[config.mk]
export PLATFORM = sky130hd
export DESIGN_NAME = perf_counter_unit
export DESIGN_NICKNAME = d
export VERILOG_FILES = /design/src/rtl/perf_counter_unit_pkg.sv /design/src/rtl/perf_counter_unit_sat.sv /design/src/rtl/perf_counter_unit.sv
export SDC_FILE = /design/constraint.sdc
export NUM_CORES = 1
export LEC_CHECK = 0
export CORE_MARGIN = 2
export CORE_UTILIZATION = 48
export DETAILED_ROUTE_END_ITERATION = 7
export PLACE_DENSITY = 0.67
export SYNTH_ARGS = -nofsm -noshare
export SYNTH_HDL_FRONTEND = slang
export SYNTH_SLANG_ARGS = --single-unit
[constraint.sdc]
create_clock -name clk_i -period 2.7 [get_ports clk_i]
set_input_delay 0.405 -clock clk_i [delete_from_list [all_inputs] [get_ports clk_i]]
set_output_delay 0.405 -clock clk_i [all_outputs]
set_load 0.1 [all_outputs]
[src/rtl/perf_counter_unit_pkg.sv]
// Shared definitions for the performance counter unit: FSM state encoding
// and the width of the shadow read-select bus.
package perf_counter_unit_pkg;

    // Run-control states of the counter unit
    typedef enum logic [1:0] {
        ST_IDLE = 2'd0,
        ST_RUN  = 2'd1,
        ST_DONE = 2'd2
    } pcu_state_t;

    // Read select covers up to 16 event channels plus the cycle counter
    localparam int RD_SEL_W = 5;

endpackage

[src/rtl/perf_counter_unit_sat.sv]
// perf_sat_counter: one live counter with synchronous clear, selectable
// saturate/wrap behaviour at all-ones, and a sticky overflow flag.
module perf_sat_counter #(
    parameter int CNT_W    = 32,
    parameter int SATURATE = 1
) (
    input  logic             clk_i,
    input  logic             rst_i,
    input  logic             inc,
    input  logic             clr,
    output logic [CNT_W-1:0] value,
    output logic             ovf
);

    // Count on inc; clear wins over increment; overflow is sticky until clear
    always_ff @(posedge clk_i or negedge rst_i) begin
        if (!rst_i) begin
            value <= '0;
            ovf   <= 1'b0;
        end else if (clr) begin
            value <= '0;
            ovf   <= 1'b0;
        end else if (inc) begin
            if (&value) begin
                ovf   <= 1'b1;
                value <= (SATURATE != 0) ? value : '0;
            end else begin
                value <= value + CNT_W'(1);
            end
        end
    end

endmodule

[src/rtl/perf_counter_unit.sv]
// perf_counter_unit: NUM_EVT event counters plus a cycle counter under an
// IDLE/RUN/DONE run controller, with a snapshot/ack shadow register bank
// that the consumer reads through rd_sel_i.
module perf_counter_unit
    import perf_counter_unit_pkg::*;
#(
    parameter int NUM_EVT  = 4,
    parameter int CNT_W    = 32,
    parameter int SATURATE = 1
) (
    input  logic                clk_i,
    input  logic                rst_i,
    input  logic                start_i,
    input  logic                clear_i,
    input  logic [CNT_W-1:0]    limit_i,
    input  logic [NUM_EVT-1:0]  evt_i,
    input  logic                snap_req_i,
    input  logic                snap_ack_i,
    output logic                snap_valid_o,
    input  logic [RD_SEL_W-1:0] rd_sel_i,
    output logic [CNT_W-1:0]    rd_data_o,
    output logic [NUM_EVT:0]    ovf_o,
    output logic                done_o
);

    pcu_state_t       state_reg;
    logic             done_reg;
    logic             run_active;
    logic             limit_hit;
    logic [CNT_W-1:0] cyc_now;
    logic [CNT_W-1:0] cyc_next;
    logic             snap_valid_reg;

    // Index NUM_EVT holds the cycle counter, lower indices the event counters
    logic [CNT_W-1:0] live_value [NUM_EVT+1];
    logic [CNT_W-1:0] shadow_reg [NUM_EVT+1];

    assign run_active = (state_reg == ST_RUN);

    genvar gi;
    generate
        for (gi = 0; gi < NUM_EVT; gi++) begin : g_evt
            perf_sat_counter #(
                .CNT_W    (CNT_W),
                .SATURATE (SATURATE)
            ) u_evt_cnt (
                .clk_i (clk_i),
                .rst_i (rst_i),
                .inc   (run_active && evt_i[gi]),
                .clr   (clear_i),
                .value (live_value[gi]),
                .ovf   (ovf_o[gi])
            );
        end
    endgenerate

    perf_sat_counter #(
        .CNT_W    (CNT_W),
        .SATURATE (SATURATE)
    ) u_cyc_cnt (
        .clk_i (clk_i),
        .rst_i (rst_i),
        .inc   (run_active),
        .clr   (clear_i),
        .value (live_value[NUM_EVT]),
        .ovf   (ovf_o[NUM_EVT])
    );

    // Predict the cycle count after this edge; a counter stuck at the limit
    // (saturated) does not count as "becoming" equal again
    always_comb begin
        cyc_now = live_value[NUM_EVT];
        if (&cyc_now) begin
            cyc_next = (SATURATE != 0) ? cyc_now : '0;
        end else begin
            cyc_next = cyc_now + CNT_W'(1);
        end
        limit_hit = (limit_i != '0) && (cyc_next == limit_i) && (cyc_now != limit_i);
    end

    // Run controller; clear overrides start and limit, DONE only left by clear
    always_ff @(posedge clk_i or negedge rst_i) begin
        if (!rst_i) begin
            state_reg <= ST_IDLE;
            done_reg  <= 1'b0;
        end else if (clear_i) begin
            state_reg <= ST_IDLE;
            done_reg  <= 1'b0;
        end else begin
            case (state_reg)
                ST_IDLE: begin
                    if (start_i) state_reg <= ST_RUN;
                end
                ST_RUN: begin
                    if (limit_hit) begin
                        state_reg <= ST_DONE;
                        done_reg  <= 1'b1;
                    end else if (!start_i) begin
                        state_reg <= ST_IDLE;
                    end
                end
                ST_DONE: begin
                    state_reg <= ST_DONE;
                end
                default: begin
                    state_reg <= ST_IDLE;
                    done_reg  <= 1'b0;
                end
            endcase
        end
    end

    // Snapshot handshake: capture pre-update live values when empty, ack frees
    always_ff @(posedge clk_i or negedge rst_i) begin
        if (!rst_i) begin
            snap_valid_reg <= 1'b0;
            for (int i = 0; i <= NUM_EVT; i++) shadow_reg[i] <= '0;
        end else if (snap_valid_reg) begin
            if (snap_ack_i) snap_valid_reg <= 1'b0;
        end else if (snap_req_i) begin
            snap_valid_reg <= 1'b1;
            for (int i = 0; i <= NUM_EVT; i++) shadow_reg[i] <= live_value[i];
        end
    end

    // Shadow read mux; selects beyond the cycle counter return zero
    always_comb begin
        rd_data_o = '0;
        for (int i = 0; i <= NUM_EVT; i++) begin
            if (rd_sel_i == RD_SEL_W'(i)) rd_data_o = shadow_reg[i];
        end
    end

    assign snap_valid_o = snap_valid_reg;
    assign done_o       = done_reg;

endmodule
**Word-level counts from Yosys, hierarchy flattened**

Cells that the tools add are included.

- Bits in registers: 329
- Word-level logic and storage cells: 123
- RAM bits: 0
- Latch bits: 0
- Memories kept: 0
- ROM bits: 0
- Input bits: 47

- $add $sub $neg: 5
- $mul: 0
- Multiplexer cells: 46
- Bitwise operators: 1
- Magnitude comparators: 0
- Equality and inequality tests: 16
- Shifts and indexed selects: 0
- Reduce and logical (&&, ||, !) cells: 37
- Div/mod/pow operators: 0

Operators by type and width:

| cell | number |
|---|---|
| $mux 32 | 20 |
| $add 32x1->32 const B | 5 |
| $reduce_and 32->1 | 5 |
| $eq 32x32->1 | 1 |
| $ne 32x32->1 | 1 |
| $reduce_bool 32->1 | 1 |
| $reduce_and 2->1 | 12 |
| $mux 1 | 20 |
| $reduce_bool 2->1 | 10 |
| $eq 5x2->1 const B | 2 |
| $mux 2 | 4 |
| $ne 2x2->1 const B | 4 |
| $logic_and 1x1->1 | 6 |
| $pmux 2 s3 | 1 |
| $eq 5x1->1 const B | 1 |
| $eq 5x3->1 const B | 1 |
| $logic_not 5->1 | 1 |
| $ne 4x3->1 const B | 1 |
| $ne 3x2->1 const B | 1 |
| $ne 3x3->1 const B | 1 |
| $eq 2x1->1 const B | 1 |
| $eq 2x2->1 const B | 1 |
| $logic_not 2->1 | 1 |
| $ne 2x1->1 const B | 1 |
| 3 further kinds | 3 |

**Longest topological paths before layout**

- Word-level depth: 8
- Mapped depth: 11
- Depth with buffers taken out: 10

**Cells and area by module**

Synthesis repeated with hierarchy kept, for this count alone.

- Cell total of the unflattened synthesis: 1,721
- Area total of the unflattened synthesis: 18,168.7 um^2

Modules (own cells, without submodules):

| module | cells each | times used | sequential area each (um^2) | area each (um^2) |
|---|---|---|---|---|
| perf_sat_counter | 204 | 5 | 825.8 | 1,854.3 |
| perf_counter_unit | 701 | 1 | 4,103.9 | 8,897.3 |

**Least setup slack after synthesis**

OpenSTA, ideal clock, no wires.

- Kind: input-to-output
- Start point: input port rd_sel_i[0]
- End point: output port rd_data_o[15]
- Stages on the path: 4
- Setup slack: 0.019 ns
- Arrival time: 2.276 ns
- Data required time: 2.295 ns
- Cells stage by stage: clkbuf_1 -> buf_1 -> mux4_2 -> a22o_1

- Cells in the longest elaborated chain, start to end: 6
- Elaborated cells between the ends (all ways): 10
- Classes of those cells: 4 x eq/ne; 5 x mux; 1 x reduce/logical

Ends and longest elaborated chain:

| item | RTL line | RTL |
|---|---|---|
| from (decl) | perf_counter_unit.sv:20 | `input logic [RD_SEL_W-1:0] rd_sel_i,` |
| $logic_not 5->1 | perf_counter_unit.sv:130 | `if (rd_sel_i == RD_SEL_W'(i)) rd_data_o = shadow_reg[i];` |
| $mux 32 (4 in a row) | perf_counter_unit.sv:130 |  |
| $mux 32 * | perf_counter_unit.sv:130 |  |
| to (decl) | perf_counter_unit.sv:21 | `output logic [CNT_W-1:0] rd_data_o,` |

Mark *: on every way between the ends. The rest lies on a longest branch, timed or not.

**Worst setup path in the final report**

- Start point: register u_cyc_cnt.value[10]
- End point: register state_reg[0]

- Cells in the longest elaborated chain, start to end: 8
- Elaborated cells between the ends (all ways): 12
- Classes of those cells: 1 x add/sub; 3 x eq/ne; 4 x mux; 4 x reduce/logical

Ends and longest elaborated chain:

| item | RTL line | RTL |
|---|---|---|
| from (decl) | perf_counter_unit_sat.sv:11 | `output logic [CNT_W-1:0] value,` |
| from (signal assigned) | perf_counter_unit_sat.sv:26 | `value <= (SATURATE != 0) ? value : '0;` |
| from (signal assigned) | perf_counter_unit_sat.sv:28 | `value <= value + CNT_W'(1);` |
| $add 32x1->32 / $reduce_and 32->1 (equally long branches) | perf_counter_unit.sv:76, perf_counter_unit.sv:73 |  |
| $mux 32 | n/a |  |
| $eq 32x32->1 | perf_counter_unit.sv:78 | `limit_hit = (limit_i != '0) && (cyc_next == limit_i) && (cyc_now != limit_i);` |
| $logic_and 1x1->1 | perf_counter_unit.sv:78 |  |
| $logic_and 1x1->1 * | perf_counter_unit.sv:78 |  |
| $mux 2 | perf_counter_unit.sv:95 | `if (limit_hit) begin` |
| $pmux 2 s3 | perf_counter_unit.sv:90 | `case (state_reg)` |
| $mux 2 | perf_counter_unit.sv:86 | `end else if (clear_i) begin` |
| to (signal assigned) | perf_counter_unit.sv:87 | `state_reg <= ST_IDLE;` |
| to (signal assigned) | perf_counter_unit.sv:92 | `if (start_i) state_reg <= ST_RUN;` |
| to (signal assigned) | perf_counter_unit.sv:96 | `state_reg <= ST_DONE;` |
| to (decl) | perf_counter_unit.sv:26 | `pcu_state_t state_reg;` |

Marks and branches as above.
A chain may end at the register's enable or synchronous reset.

==> qor.yml <==
grt_pass1_wl_mm: 73.3
synth.avg_cell_area_sq_um: 10.9
nets: 1774
drt_wl_total_mm: 46.6
power_frac_clock: 0.462
final.period_utilization: 0.982
setup.worst_path.start_class: "register"
syn_area_sq_um: 16800
hold_viol_final: 0
seqPwrFrac: 0.466
power_mw: 10.7
maxSlewHeadroom: 0.376
vias_per_cell: 5.74
drv_cap: 0
area_growth_pct: 23.0
grt_use_total: 0.262
htreeDepth: 2
drtIter0Drc: 768
status: "complete, no violations"
largest_register_ffs: 160
fin_area_sq_um: 20700
cts.sinks: 329
ys_seq_area_frac: 0.490
crit_buf_inv: 1
leakagePower_nw: 9.08
die-area_sq_um: 36500
synth_edf_count: 0
cp.arrival_ns: 3.07
finalCriticalPeriod_ns: 2.65
synthFlopType: "dfrtp_1"
finalNonFillerCells: 2200
timing.final.ws_setup_ns: 0.0490
ys_types: 68
avgRoutedWirePerCell_um: 21.2
cp.required_ns: 3.12
io_pins: 86
antennaDiodeCount: 0
overflow: 0
crit_type: "reg -> reg"
pre_cts_slack_ns: -0.314
crit_family: "simple AND/OR/NAND/NOR gates"
switchingPower_mw: 2.47
drive_gt1_frac: 0.264
numPortBuffers: 85
drv_slew: 0
powerDensity_nw_per_um2: 517
cts-buffers-inserted: 36
crit_fanout: 7
grt_max_degree: 82
antenna_left: 0
hold-path-cell-count: 2
internal_power_mw: 8.23
die_x_um: 191
place_hpwl_mm: 34.8
worst_slew_pin_slew_ns: 0.927
crit_path_end_kind: "register"
tritoncts: "built"
syn_nets: 1601
slowest_delay_ns: 0.64
first_global_vias: 12900
fp-row-count: 68
post-place-cells: 2135
cts_buffer_depth: 3
syn-instance-count: 1549
drtPass1Iterations: 5
via_count: 12600
cts-root-buf: "clkbuf_16"
start_util: 0.487
netSwitchingFraction: 0.231
ir_drop_mv: 0.386
max_freq_ghz: 0.377
rsz0062_at_grt: "true"
power_frac_comb: 0.072
fp.dieH_um: 191
place_area_sq_um: 19300
cts.reportedPaths.clkPinSlew_ns: 0.06
gp_congestion: 1.01
crit_path_cell_trace: "nand4_4 > or4_4 > nor2_2 > and3_1 > a31oi_1 > buf_4 > a2111oi_4 > and4b_1 > and4_1 > nor2_1"
clk_latency_ns: 0.52
ys.warnings.count: 0
antenna_found_initial: 0
cpMaxStageDelayCell: "or4_4"
min_path_type: "in -> reg"
synthArstFlopShare: 1.00
synth-seq-cells: 329
core_area_sq_um: 34500
fin_skew_ns: 0.0215
rr_worst_depth: 10
drc: 0
postLayoutCoreUtil: 0.599
finalSetupViolCount: 0
crit_cells: 10
worst reg2reg max path: stages (launching register included):
cell and delay (ns):
dfrtp_1 0.44, nand4_4 0.12, or4_4 0.64, nor2_2 0.14
and3_1 0.16, a31oi_1 0.08, buf_4 0.15, a2111oi_4 0.34
and4b_1 0.25, and4_1 0.20, nor2_1 0.04
area by class of cell:
cell class / instances / area (sq um)
Tap cell: 455 / 569
Clock inverter: 11 / 151
Timing Repair Buffer: 224 / 2360
Fill cell: 2837 / 13900
Clock buffer: 50 / 1030
Inverter: 15 / 56.3
Sequential cell: 329 / 8230
Multi-Input combinational cell: 1116 / 8280
what timing repair did:
action / 4_1_cts / 5_1_grt
pin swaps: 2 / 7
resized for setup: 6 / 22
hold endpoints to repair: 73 / 0
hold buffers: 1 / 0
setup endpoints to repair: 3 / 37
buffers inserted: 2 / 2
worst paths after layout:
path	to	slack [ns]	from
setup reg to reg	state_reg[0]	0.05	u_cyc_cnt.value[10]
min in group asynchronous	shadow_reg[5]	0.45	rst_i
setup / recovery	state_reg[0]	0.05	u_cyc_cnt.value[10]
hold reg to reg	shadow_reg[113]	0.48	shadow_reg[113]
max in group asynchronous	shadow_reg[124]	1.40	rst_i
hold / removal	g_evt[3].u_evt_cnt.ovf	0.21	clear_i
synth_stat cells (all sizes together) (4+ instances only):
cell type,count,share of area
a2111oi,4,0.0040
a21oi,30,0.0094
a22o,32,0.017
a31oi,10,0.0037
a41oi,4,0.0025
and2,14,0.0052
and3,16,0.0060
and4,18,0.0094
buf,29,0.011
clkbuf,60,0.013
dfrtp,329,0.49
ha,5,0.0037
inv,15,0.0033
mux2,148,0.099
mux2i,6,0.0036
mux4,32,0.043
nand2,124,0.028
nand2b,5,0.0019
nand3,49,0.015
nand4,62,0.025
nor2,210,0.047
nor2b,8,0.0030
nor3,27,0.0083
nor4,31,0.012
o211ai,5,0.0022
o21ai,37,0.011
or3,20,0.0074
xnor2,92,0.048
xor2,94,0.049
power groups by stage:
stage | logic (mW) | clock network [mW] | registers [mW]
4_1_cts | 0.770 | 5.05 | 4.98
5_1_grt | 0.827 | 5.22 | 4.99
6_report | 0.766 | 4.95 | 4.99
3_5_place_dp | 0.761 | 0 | 5.07
2_1_floorplan | 0.368 | 0 | 5.08
3_3_place_gp | 0.760 | 0 | 5.07
per-stage QoR:
step,setup TNS (ns),hold WS (ns)
3_3_place_gp,-0.803,0.441
5_1_grt,-0.180,0.216
4_1_cts,0,0.198
3_5_place_dp,-0.776,0.441
6_report,0,0.210
2_1_floorplan,0,0.109
cell families (layout without fill, tap and decap cells):
family	after synthesis	after routing	synth area share
xor+xnor	186	186	0.0969
mux	186	186	0.146
buf+inv	104	300	0.0279
flops	329	329	0.490
simple gates	599	599	0.178
fa+ha+maj	5	5	0.00372
compound gates	140	140	0.0583
routing by layer:
layer | track usage | vias up | share of wire
met2 | 0.446 | 293 | 0.49
met5 | 0 | - | 0
li1 | - | 5825 | -
met4 | 0.0973 | 0 | 0.037
met3 | 0.0307 | 87 | 0.040
met1 | 0.346 | 6421 | 0.43
cell usage in the layout, fill, tap and decap left out, types with 44 or more instances in the layout:
cell type / count
buf_12: 44
buf_4: 131
dfrtp_1: 329
mux2_2: 148
nand2_1: 121
nand3_1: 48
nand4_1: 59
nor2_1: 207
xnor2_1: 91
xor2_1: 94
No activity file was read; power rests on OpenSTA's default activity.
